--- config.mk ---
export PLATFORM = sky130hd
export DESIGN_NAME = kbd_input_fifo
export DESIGN_NICKNAME = d
export VERILOG_FILES = /design/src/rtl/kbd_input_fifo.sv
export SDC_FILE = /design/constraint.sdc
export NUM_CORES = 1
export LEC_CHECK = 0
export CORE_MARGIN = 5
export CORE_UTILIZATION = 58
export CTS_CLUSTER_DIAMETER = 30
export CTS_CLUSTER_SIZE = 16
export DETAILED_ROUTE_END_ITERATION = 6
export GPL_ROUTABILITY_DRIVEN = 0
export PLACE_DENSITY = 0.9
export SLEW_MARGIN = 10
export SYNTH_ARGS = -nofsm -noshare
export SYNTH_HDL_FRONTEND = slang
export SYNTH_SLANG_ARGS = --single-unit
--- constraint.sdc ---
create_clock -name clk -period 11.15 [get_ports clk]
set_input_delay 2.23 -clock clk [delete_from_list [all_inputs] [get_ports clk]]
set_output_delay 2.23 -clock clk [all_outputs]
set_load 0.02 [all_outputs]
--- src/rtl/kbd_input_fifo.sv ---
// kbd_input_fifo: keyboard input stage. It detects new non-zero keystroke codes,
// queues them in a DEPTH-entry FIFO and serves them through two read-only MMIO
// words.
//   DATA_ADDR read : pops the head entry into rd_data (returns 0 when empty)
//   STAT_ADDR read : {47'b0, count[8:0], 6'b0, overflow, key_avail}, clears overflow
// Ports:
//   clk, reset (synchronous, active-low)
//   key_in[63:0]                    raw keystroke code, 0 = no key
//   rd_en, rd_addr[63:0]            core read strobe and address
//   rd_data[63:0], key_avail        registered outputs
// Optional feature: define KBD_DEBOUNCE_EN to accept a code only after two
// consecutive identical samples.
module kbd_input_fifo #(
    parameter int unsigned DEPTH     = 8,
    parameter logic [63:0] DATA_ADDR = 64'h100,
    parameter logic [63:0] STAT_ADDR = 64'h108
) (
    input  logic        clk,
    input  logic        reset,
    input  logic [63:0] key_in,
    input  logic        rd_en,
    input  logic [63:0] rd_addr,
    output logic [63:0] rd_data,
    output logic        key_avail
);

    localparam int unsigned AW = $clog2(DEPTH);
    localparam int unsigned CW = AW + 1;

    logic [63:0]   mem_q [DEPTH];
    logic [AW-1:0] wr_ptr_q, wr_ptr_d;
    logic [AW-1:0] rd_ptr_q, rd_ptr_d;
    logic [CW-1:0] count_q, count_d;
    logic          overflow_q, overflow_d;
    logic [63:0]   key_samp_q;
    logic [63:0]   rd_data_q, rd_data_d;
    logic          key_avail_q, key_avail_d;

    logic          push_c, pop_c, full_c, wr_c;
    logic          data_rd_c, stat_rd_c;
    logic [63:0]   status_c;

`ifdef KBD_DEBOUNCE_EN
    logic [63:0]   last_stable_q, last_stable_d;
    logic          stable_c;
`endif

    // Keystroke edge detection
    always_comb begin
`ifdef KBD_DEBOUNCE_EN
        // Stable once two consecutive samples agree; last_stable tracks 0 too,
        // so release followed by the same code pushes again.
        stable_c      = (key_in == key_samp_q);
        last_stable_d = stable_c ? key_in : last_stable_q;
        push_c        = stable_c && (key_in != last_stable_q) && (key_in != '0);
`else
        push_c        = (key_in != key_samp_q) && (key_in != '0);
`endif
    end

    // Read decode, FIFO bookkeeping and next read data
    always_comb begin
        data_rd_c   = rd_en && (rd_addr == DATA_ADDR);
        stat_rd_c   = rd_en && (rd_addr == STAT_ADDR);
        full_c      = (count_q == CW'(DEPTH));
        pop_c       = data_rd_c && (count_q != '0);
        // A simultaneous pop frees the slot, so a full FIFO can still accept.
        wr_c        = push_c && (!full_c || pop_c);
        status_c    = {47'b0, 9'(count_q), 6'b0, overflow_q, key_avail_q};

        wr_ptr_d    = wr_c  ? wr_ptr_q + AW'(1) : wr_ptr_q;
        rd_ptr_d    = pop_c ? rd_ptr_q + AW'(1) : rd_ptr_q;
        count_d     = count_q;
        if (wr_c && !pop_c) begin
            count_d = count_q + CW'(1);
        end else if (pop_c && !wr_c) begin
            count_d = count_q - CW'(1);
        end
        key_avail_d = (count_d != '0);

        // Set wins over the status-read clear on the same edge.
        overflow_d  = stat_rd_c ? 1'b0 : overflow_q;
        if (push_c && !wr_c) begin
            overflow_d = 1'b1;
        end

        rd_data_d   = rd_data_q;
        if (rd_en) begin
            if (pop_c) begin
                rd_data_d = mem_q[rd_ptr_q];
            end else if (stat_rd_c) begin
                rd_data_d = status_c;
            end else begin
                rd_data_d = '0;
            end
        end
    end

    // State registers
    always_ff @(posedge clk) begin
        if (!reset) begin
            wr_ptr_q      <= '0;
            rd_ptr_q      <= '0;
            count_q       <= '0;
            overflow_q    <= 1'b0;
            key_samp_q    <= '0;
            rd_data_q     <= '0;
            key_avail_q   <= 1'b0;
`ifdef KBD_DEBOUNCE_EN
            last_stable_q <= '0;
`endif
        end else begin
            wr_ptr_q      <= wr_ptr_d;
            rd_ptr_q      <= rd_ptr_d;
            count_q       <= count_d;
            overflow_q    <= overflow_d;
            key_samp_q    <= key_in;
            rd_data_q     <= rd_data_d;
            key_avail_q   <= key_avail_d;
`ifdef KBD_DEBOUNCE_EN
            last_stable_q <= last_stable_d;
`endif
        end
    end

    // FIFO storage; contents are qualified by the pointers, so no reset needed
    always_ff @(posedge clk) begin
        if (reset && wr_c) begin
            mem_q[wr_ptr_q] <= key_in;
        end
    end

    assign rd_data   = rd_data_q;
    assign key_avail = key_avail_q;

endmodule

======== After elaboration in Yosys (flattened, before gate mapping) ========
Memory sizes are Yosys's and may differ from the RTL's. A register that Yosys moved wholly into a read port is not among the register bits.
Cells that the tools add are included.
W data, S select, Z words.
cells by class
  add/subtract/negate cells ............... 4
  multiply operators ...................... 0
  div/mod/pow operators ................... 0
  $lt $le $gt $ge ......................... 0
  equality and inequality tests ........... 4
  shifts and indexed selects .............. 0
  muxes and demuxes ....................... 10
  bitwise logic cells ..................... 0
  reductions and logical operators ........ 17
operators with widths
  cell                   number
  $eq A64 B9 Y1 const B  2
  $mux W64               1
  $ne A64 B64 Y1         1
  $reduce_bool A64 Y1    1
  $mux W12               1
  $logic_and A1 B1 Y1    9
  $mux W4                2
  $reduce_bool A4 Y1     2
  $add A3 B1 Y3 const B  2
  $mux W3                2
  $add A4 B1 Y4 const B  1
  $eq A4 B4 Y1 const B   1
  $mux W1                4
  $sub A4 B1 Y4 const B  1
  $logic_not A1 Y1       3
  $reduce_bool A2 Y1     1
  $logic_or A1 B1 Y1     1
storage, ports and cells
  register bits after elaboration ......... 140
  latch bits .............................. 0
  bits in writable memories ............... 512
  ROM bits ................................ 0
  input bits .............................. 131
  output and inout port bits .............. 65
  memories kept ........................... 1
memories
  memory  depth  bits a word  read ports  clocked after memory_dff  write ports  line  text
  mem_q   8      64           1           1                         1            30    logic [63:0] mem_q [DEPTH];

======== Depth between registers and ports, before layout ========
Gate-level depths: netlist (run 1).
  word-level depth ........................ 10
  depth in mapped cells ................... 9
  depth with buffers taken out ............ 8

======== Least setup slack after synthesis (run 1) ========
Ideal clock, no wire load.
  path type ............................... input port to flip-flop
  start point ............................. in rd_addr[10]
  end point ............................... mem mem_q[2][0], enable pin
  setup time .............................. 0.578 ns
  data arrival time ....................... 8.342 ns
  required time ........................... 10.572 ns
  slack ................................... 2.230 ns
  cell stages on the path ................. 7
  path buffers ............................ 0
  path through ............................ nor4_1 nand4_1 nor4_2 nand2_2 a211oi_4 and2b_1 nor3b_1
on the way
  longest elaborated chain between the ends .. 8
ends and longest elaborated chain
  what                           line  text
  start, declared                22    input logic [63:0] rd_addr,
  $eq A64 B9 Y1                  63    data_rd_c = rd_en && (rd_addr == DATA_ADDR);
  $logic_and A1 B1 Y1            63
  $logic_and A1 B1 Y1            66    pop_c = data_rd_c && (count_q != '0);
  $logic_or A1 B1 Y1             68    wr_c = push_c && (!full_c || pop_c);
  $logic_and A1 B1 Y1            68
  $logic_and A1 B1 Y1            128   if (reset && wr_c) begin
  $mux W1                        128
  $mux W1 (implied by the code)  129   mem_q[wr_ptr_q] <= key_in;
  end, declared                  30
No other way between the ends.

======== Worst setup path in the final report (run 1) ========
  start point ............................. in rd_en
  end point ............................... mem mem_q[3][19], enable pin
on the way
  longest elaborated chain between the ends .. 7
ends and longest elaborated chain
  what                           line  text
  start, declared                21    input logic rd_en,
  $logic_and A1 B1 Y1            63
  $logic_and A1 B1 Y1            66
  $logic_or A1 B1 Y1             68
  $logic_and A1 B1 Y1            68
  $logic_and A1 B1 Y1            128
  $mux W1                        128
  $mux W1 (implied by the code)  129
No other way between the ends.

==> results of run 1 <==
[worst max-delay path: cells and delay by family]
family | cells | cell delay [ns]
AOI/OAI and AO/OA | 1 | 0.51
and+or+nand+nor | 6 | 2.22
buffers and inverters | 4 | 1.77
[power groups by stage]
stage	sequential (W)	combinational, W	clock, W
finish	0.00274	0.000255	0.00342
global route	0.00274	0.000267	0.00356
CTS	0.00274	0.000251	0.00344
detailed placement	0.00278	0.000238	0
global placement	0.00277	0.000226	0
floorplan	0.00278	0.000105	0
[metal layers]
metal  share of wire  up-vias
met5         0.00033        -
met4           0.041        4
met3           0.096      207
met2            0.50     1103
met1            0.36     7450
li1                -     6021
[cell usage in the layout, fill, tap and decap left out, types with 4 or more instances in the layout]
| cell | n |
|---|---|
| sky130_fd_sc_hd__inv_6 | 17 |
| sky130_fd_sc_hd__clkinv_2 | 9 |
| sky130_fd_sc_hd__inv_16 | 4 |
| sky130_fd_sc_hd__inv_1 | 67 |
| sky130_fd_sc_hd__o22ai_1 | 64 |
| sky130_fd_sc_hd__clkbuf_16 | 106 |
| sky130_fd_sc_hd__clkinvlp_4 | 16 |
| sky130_fd_sc_hd__bufinv_16 | 16 |
| sky130_fd_sc_hd__clkbuf_1 | 8 |
| sky130_fd_sc_hd__nor2b_1 | 7 |
| sky130_fd_sc_hd__nor4_1 | 57 |
| sky130_fd_sc_hd__clkinv_4 | 9 |
| sky130_fd_sc_hd__clkinv_1 | 9 |
| sky130_fd_sc_hd__a21oi_1 | 8 |
| sky130_fd_sc_hd__edfxtp_1 | 512 |
| sky130_fd_sc_hd__ha_1 | 4 |
| sky130_fd_sc_hd__mux2i_1 | 68 |
| sky130_fd_sc_hd__buf_4 | 21 |
| sky130_fd_sc_hd__nand4_1 | 17 |
| sky130_fd_sc_hd__and2_1 | 133 |
| sky130_fd_sc_hd__nor4b_1 | 4 |
| sky130_fd_sc_hd__mux4_2 | 128 |
| sky130_fd_sc_hd__xor2_1 | 67 |
| sky130_fd_sc_hd__dfxtp_1 | 140 |
| sky130_fd_sc_hd__clkdlybuf4s50_1 | 193 |
| sky130_fd_sc_hd__nand2_1 | 13 |
[registers in the layout (all words and copies together), names as in the netlist, named ones only]
signal	cells
rd_data	64
wr_ptr_q	3
rd_ptr_q	3
key_samp_q	64
overflow_q	1
count_q	4
key_avail	1
mem_q	512
[final timing paths]
| kind | endpoint | slack (ns) | depth (start not counted) |
|---|---|---|---|
| min reg2reg | flop | 0.51 | 2 |
| max | mem_q[3][19]$_DFFE_PP_ | 4.61 | 11 |
| max reg2reg | mem_q[3][19]$_DFFE_PP_ | 6.69 | 9 |
| min | flop | 0.51 | 2 |
[stage by stage]
stage / hold WS [ns] / cells
floorplan: 0.464 / 1401
global placement: 0.465 / 2131
detailed placement: 0.493 / 2131
CTS: 0.512 / 2331
global route: 0.546 / 2332
finish: 0.507 / 2332
[final cells by class]
type | count | area, µm² | share of cell area
Antenna cell | 1 | 2.50 | 0.0000793
Clock buffer | 117 | 2720 | 0.0864
Clock inverter | 83 | 1030 | 0.0327
Inverter | 67 | 251 | 0.00797
Multi-Input combinational cell | 609 | 6460 | 0.205
Sequential cell | 655 | 18200 | 0.579
Tap cell | 585 | 732 | 0.0232
Timing Repair Buffer | 215 | 2090 | 0.0664
[kinds of logic after synthesis]
family                     after synthesis
muxes                                  197
and+or+nand+nor                        257
adders and majority gates                4
xor gates and xnor gates                70
DFF                                    655
buffers and inverters                  137
AOI/OAI and AO/OA                       81
==> flow_summary_export.csv, run 1 <==
group,metric,value,unit
power,p_int,0.00498,W
die,floorplan.die.height,218,µm
timing,max_slew.worst_pin.slew,1.14,ns
setup_path,timing.critical_path.fanout_max,71,
die,coreArea,0.0431,mm²
setup_path,reg2reg_from,"count_q[1]$_SDFF_PN0_",
routing,post-route-drc-count,0,
routing,antenna_violating_nets_post_route,0,
timing,setup_violations,0,
timing,period_share,0.586,
setup_path,critPathLaunchType,"input pin",
finish,nFillCells,2183,
cts,count_of_instances_resized_after_the_clock_tree_is_built,0,
synthesis,netlist_instances,1401,
die,initial_core_util,0.585,
synthesis,synth-edff-count,512,
flow_run,max_cap_violations,0,
power,p_sw,0.00143,W
finish,finish.net_count,1788,
place,place.detailed.hpwl,34500,µm
synthesis,sequential_element_share_of_the_synthesized_area,0.724,
cts,clock_tree_from_tritoncts,"done",
hold_path,min_from,"rd_ptr_q[1]$_SDFFE_PN0P_",
cts,ctsRootBufferMaster,"sky130_fd_sc_hd__clkbuf_16",
hold_path,worst_hold_check_path_type,"reg -> reg",
synthesis,synth_area,0.0252,mm²
synthesis,synth_compound_gate_area_share,0.0206,
power,finalPower,0.00641,W
synthesis,ys_warn_count,0,
cts,post-cts-setup-buffer-count,0,
finish,final_area,0.0315,mm²
timing,timing.clock.skew,0.0328,ns
setup_path,worstSetupStartpoint,"rd_en",
cts,cts-buffers-inserted,105,
synthesis,synthMostInstantiatedCell,"sky130_fd_sc_hd__edfxtp_1",
global_routing,global_routing_s_busiest_layer,"met2",
synthesis,netlist.top_cell.by_area,"sky130_fd_sc_hd__edfxtp_1",
synthesis,synth_largest_type_area_fraction,0.610,
setup_path,worstSetupPathType,"in -> reg",
routing,dr.pass1.iters,5,
setup_path,critPathMaxStageDelay,0.90,ns
setup_path,crit_chain,"buf_2 -> buf_4 -> nor4b_1 -> nand4_1 -> nor4_2 -> nand2_2 -> buf_4 -> a211oi_4 -> and2b_1 -> nor2b_4 -> buf_4",
timing,fmax,0.153,GHz
setup_path,cp-end-kind,"flop",
cts,clock_pin_slew_worst_setup_and_hold_paths,0.05,ns
cts,clock_sinks,655,
status,run_status,"finished clean",
die,die_area,0.0477,mm²
synthesis,ys_seq_elements,655,
setup_path,worst-endpoint-arrival,6.81,ns
timing,grt_setup_unrepaired,"false",
power,power_share_of_the_clock_group,0.533,
place,cell_area_placed,0.0278,mm²
global_routing,grt_use_met2,0.470,
global_routing,global_route.usage.total,0.285,
global_routing,grt_max_degree,113,
synthesis,muxShareOfSynthArea,0.142,
timing,finalSetupTns,0,ns
synthesis,synthesized_nets,1536,
finish,final_layout_size_suffix_gt1_frac,0.203,
cts,worst_skew_pair.late_latency,0.66,ns
synthesis,synth.distinct_cells,45,
synthesis,synth.area.top_cells,"sky130_fd_sc_hd__edfxtp_1 61%, sky130_fd_sc_hd__mux4_2 11%, sky130_fd_sc_hd__dfxtp_1 11%, sky130_fd_sc_hd__and2_1 3.3%, sky130_fd_sc_hd__mux2i_1 2.7%",
setup_path,cp_common_cell,"sky130_fd_sc_hd__buf_4",
finish,layout-area-overhead-vs-synth,25.2,%
place,place_ws,4.29,ns
power,power.combinational.fraction,0.040,
synthesis,synth-xor-area-share,0.0243,
power,cellLeakagePower,10.3,nW
global_routing,grt_antenna_before_repair,3,
synthesis,post_synth.cell_area_avg,18.0,µm²
timing,timing_hold_violations_final,0,
synthesis,combinational_family_with_the_most_area_after_synthesis,"multiplexers",
cts,cts_hold_buffers,0,
setup_path,critPathSlowestCell,"sky130_fd_sc_hd__nor2b_4",
routing,routed-via-count,14785,
routing,detailedRoute.firstIterationViolations,1775,
global_routing,global_route.usage.met3,0.0578,
synthesis,synth_simple_gate_area_share,0.0654,
synthesis,post_synth_fa_ha_maj_area_fraction,0.00199,
global_routing,met1_usage,0.375,
timing,final.min_clock_period,6.54,ns
timing,post-route-worst-setup-slack,4.61,ns
power,powerDensity,203,mW/mm²
timing,maxSlewHeadroom,0.242,
synthesis,synth.cells.most_frequent,"512 x sky130_fd_sc_hd__edfxtp_1, 143 x sky130_fd_sc_hd__dfxtp_1, 133 x sky130_fd_sc_hd__and2_1",
die,die_width,218,µm
die,boundaryPins,196,
place,io_buffers,195,
die,rows,76,
synthesis,synthArstFlopShare,0,
global_routing,total_overflow_reported_by_the_global_router,0,
routing,drt-vias-per-instance,6.34,
routing,route.final.wire_length,66900,µm
power,power.sequential.fraction,0.427,
global_routing,grt_pass1_wl,101000,µm
power,sw_share,0.224,
timing,drv_slew,0,
routing,avgRoutedWirePerCell,28.7,µm
global_routing,grt_pass1_vias,15751,
setup_path,worstPathRequired,11.43,ns
power,vdd_drop_max,0.133,mV
cts,clock_tree.htree_level_count,3,
synthesis,synth_top_flop_cell,"sky130_fd_sc_hd__edfxtp_1",
finish,finalCoreUtilization,0.732,
cts,ctsLongestPathBuffers,3,
Power figures use the tool's default switching activity.
==> inputs of run 2 (changes only) <==
==> constraint.sdc (replaced) <==
create_clock -name clk -period 6.85 [get_ports clk]
set_input_delay 1.37 -clock clk [delete_from_list [all_inputs] [get_ports clk]]
set_output_delay 1.37 -clock clk [all_outputs]
set_load 0.02 [all_outputs]
==> run 2 against run 1 <==
Non-clock buffer count increased by 7; global-route usage rose by 0.18 points; cell area is 0.45% higher; critical path depth decreased by 2; critical endpoint is now mem_q[0][17]$_DFFE_PP_; largest power group unchanged.
==> flow_summary_export.csv, run 2 (synthesized netlist as in run 1, its figures left out) <==
group,metric,value,unit
status,run_status,"finished clean",
die,die_width,218,µm
die,rows,76,
setup_path,cp-end-kind,"flop",
timing,worst_hold_slack,0.518,ns
hold_path,worst_hold_check_path_type,"reg -> reg",
cts,ctsLongestPathBuffers,3,
routing,routed-via-count,14862,
setup_path,timing.critical_path.fanout_max,33,
die,initial_core_util,0.585,
die,die_area,0.0477,mm²
routing,post-route-drc-count,0,
timing,fmax,0.194,GHz
die,coreArea,0.0431,mm²
routing,avgRoutedWirePerCell,29.0,µm
place,io_buffers,195,
finish,finalCoreUtilization,0.736,
timing,max_slew.worst_pin.slew,1.08,ns
timing,drv_slew,0,
finish,final_layout_size_suffix_gt1_frac,0.207,
cts,cts-buffers-inserted,107,
routing,drt-vias-per-instance,6.34,
finish,final_area,0.0317,mm²
place,cell_area_placed,0.0279,mm²
finish,finish.net_count,1797,
timing,final.min_clock_period,5.16,ns
global_routing,grt_pass1_vias,15779,
power,cellLeakagePower,10.4,nW
timing,setup_violations,0,
cts,clock_tree.htree_level_count,3,
die,boundaryPins,196,
routing,antenna_violating_nets_post_route,0,
cts,worst_skew_pair.late_latency,0.66,ns
power,powerDensity,332,mW/mm²
place,place.detailed.hpwl,35500,µm
routing,route.final.wire_length,68000,µm
finish,final_common_cell,"sky130_fd_sc_hd__edfxtp_1",
finish,regArea,0.0182,mm²
setup_path,critPathLaunchType,"input pin",
flow_run,max_cap_violations,0,
global_routing,global_route.usage.total,0.286,
cts,ctsRootBufferMaster,"sky130_fd_sc_hd__clkbuf_16",
setup_path,worstSetupPathType,"in -> reg",
global_routing,grt_pass1_wl,101000,µm
timing,period_share,0.753,
timing,maxSlewHeadroom,0.278,
timing,timing.clock.skew,0.0404,ns
setup_path,worst-endpoint-arrival,5.43,ns
setup_path,worstPathRequired,7.12,ns
finish,layout-area-overhead-vs-synth,25.7,%
cts,count_of_instances_resized_after_the_clock_tree_is_built,0,
cts,cts_hold_buffers,0,
cts,post-cts-setup-buffer-count,0,
finish,final_cell_mix,"512 x sky130_fd_sc_hd__edfxtp_1, 193 x sky130_fd_sc_hd__clkdlybuf4s50_1, 140 x sky130_fd_sc_hd__dfxtp_1",
routing,dr.pass1.iters,6,
cts,clock_sinks,655,
global_routing,grt_max_degree,106,
timing,grt_setup_unrepaired,"false",
finish,nFillCells,2219,
finish,flip_flop_count_of_the_largest_register_after_layout,512,
global_routing,total_overflow_reported_by_the_global_router,0,
power,vdd_drop_max,0.236,mV
finish,max_flop_register,"mem_q",
power,finalPower,0.0105,W
cts,clock_pin_slew_worst_setup_and_hold_paths,0.05,ns
timing,timing_hold_violations_final,0,
cts,clock_tree_from_tritoncts,"done",
finish,multiInputGateArea,0.00646,mm²
die,floorplan.die.height,218,µm
routing,detailedRoute.firstIterationViolations,1956,
global_routing,grt_antenna_before_repair,2,
## run 2: cell types whose count changed in the layout (fill, tap and decap cells not counted), sizes merged
cell      change
buf           +7
bufinv        -2
clkbuf       +12
clkinv        -3
clkinvlp      -1
diode         +1
inv           -3
## run 2: critical path, cell delays in order
cell                              delay (ns)
sky130_fd_sc_hd__clkdlybuf4s50_1        0.40
sky130_fd_sc_hd__nor4_1                 0.67
sky130_fd_sc_hd__nand4_1                0.31
sky130_fd_sc_hd__nor4_2                 0.51
sky130_fd_sc_hd__nand2_2                0.15
sky130_fd_sc_hd__a211oi_4               0.38
sky130_fd_sc_hd__and2b_1                0.29
sky130_fd_sc_hd__and4bb_4               0.73
sky130_fd_sc_hd__buf_4                  0.58
## run 2: metrics by stage
| step | instances | setup TNS [ns] | worst slack, ns |
|---|---|---|---|
| finish | 2343 | 0 | 1.69 |
| global route | 2342 | 0 | 1.63 |
| CTS | 2341 | 0 | 1.79 |
| detailed placement | 2138 | 0 | 1.31 |
| global placement | 2138 | 0 | 1.62 |
| floorplan | 1401 | -124.52 | -0.951 |
## run 2: final cells by class
cell class	instances	area share
Clock inverter	74	0.0283
Clock buffer	129	0.0920
Timing Repair Buffer	222	0.0686
Multi-Input combinational cell	609	0.204
Antenna cell	2	0.000158
Inverter	67	0.00794
Sequential cell	655	0.576
Tap cell	585	0.0231
## run 2: power breakdown
part | leakage (nW) | total (W) | switching [W] | internal [W]
sequential | 5.82 | 0.00446 | 0.0000484 | 0.00441
clock | 1.82 | 0.00564 | 0.00204 | 0.00360
combinational | 2.78 | 0.000422 | 0.000257 | 0.000165
total | 10.4 | 0.0105 | 0.00234 | 0.00818
## run 2: routing by layer
layer  global-route usage  share of wire
met5                    0        0.00019
met4                0.120          0.042
met3               0.0542          0.093
met2                0.483           0.51
met1                0.371           0.35
## run 2: path summary, 6_finish.rpt
kind                                 start                     end  slack [ns]  cells after the start
setup / recovery               rd_addr[39]  mem_q[0][17]$_DFFE_PP_        1.69                      9
setup reg to reg     count_q[1]$_SDFF_PN0_  mem_q[0][17]$_DFFE_PP_        3.23                      8
hold / removal    rd_ptr_q[1]$_SDFFE_PN0P_                    flop        0.52                      2
hold reg to reg   rd_ptr_q[1]$_SDFFE_PN0P_                    flop        0.52                      2
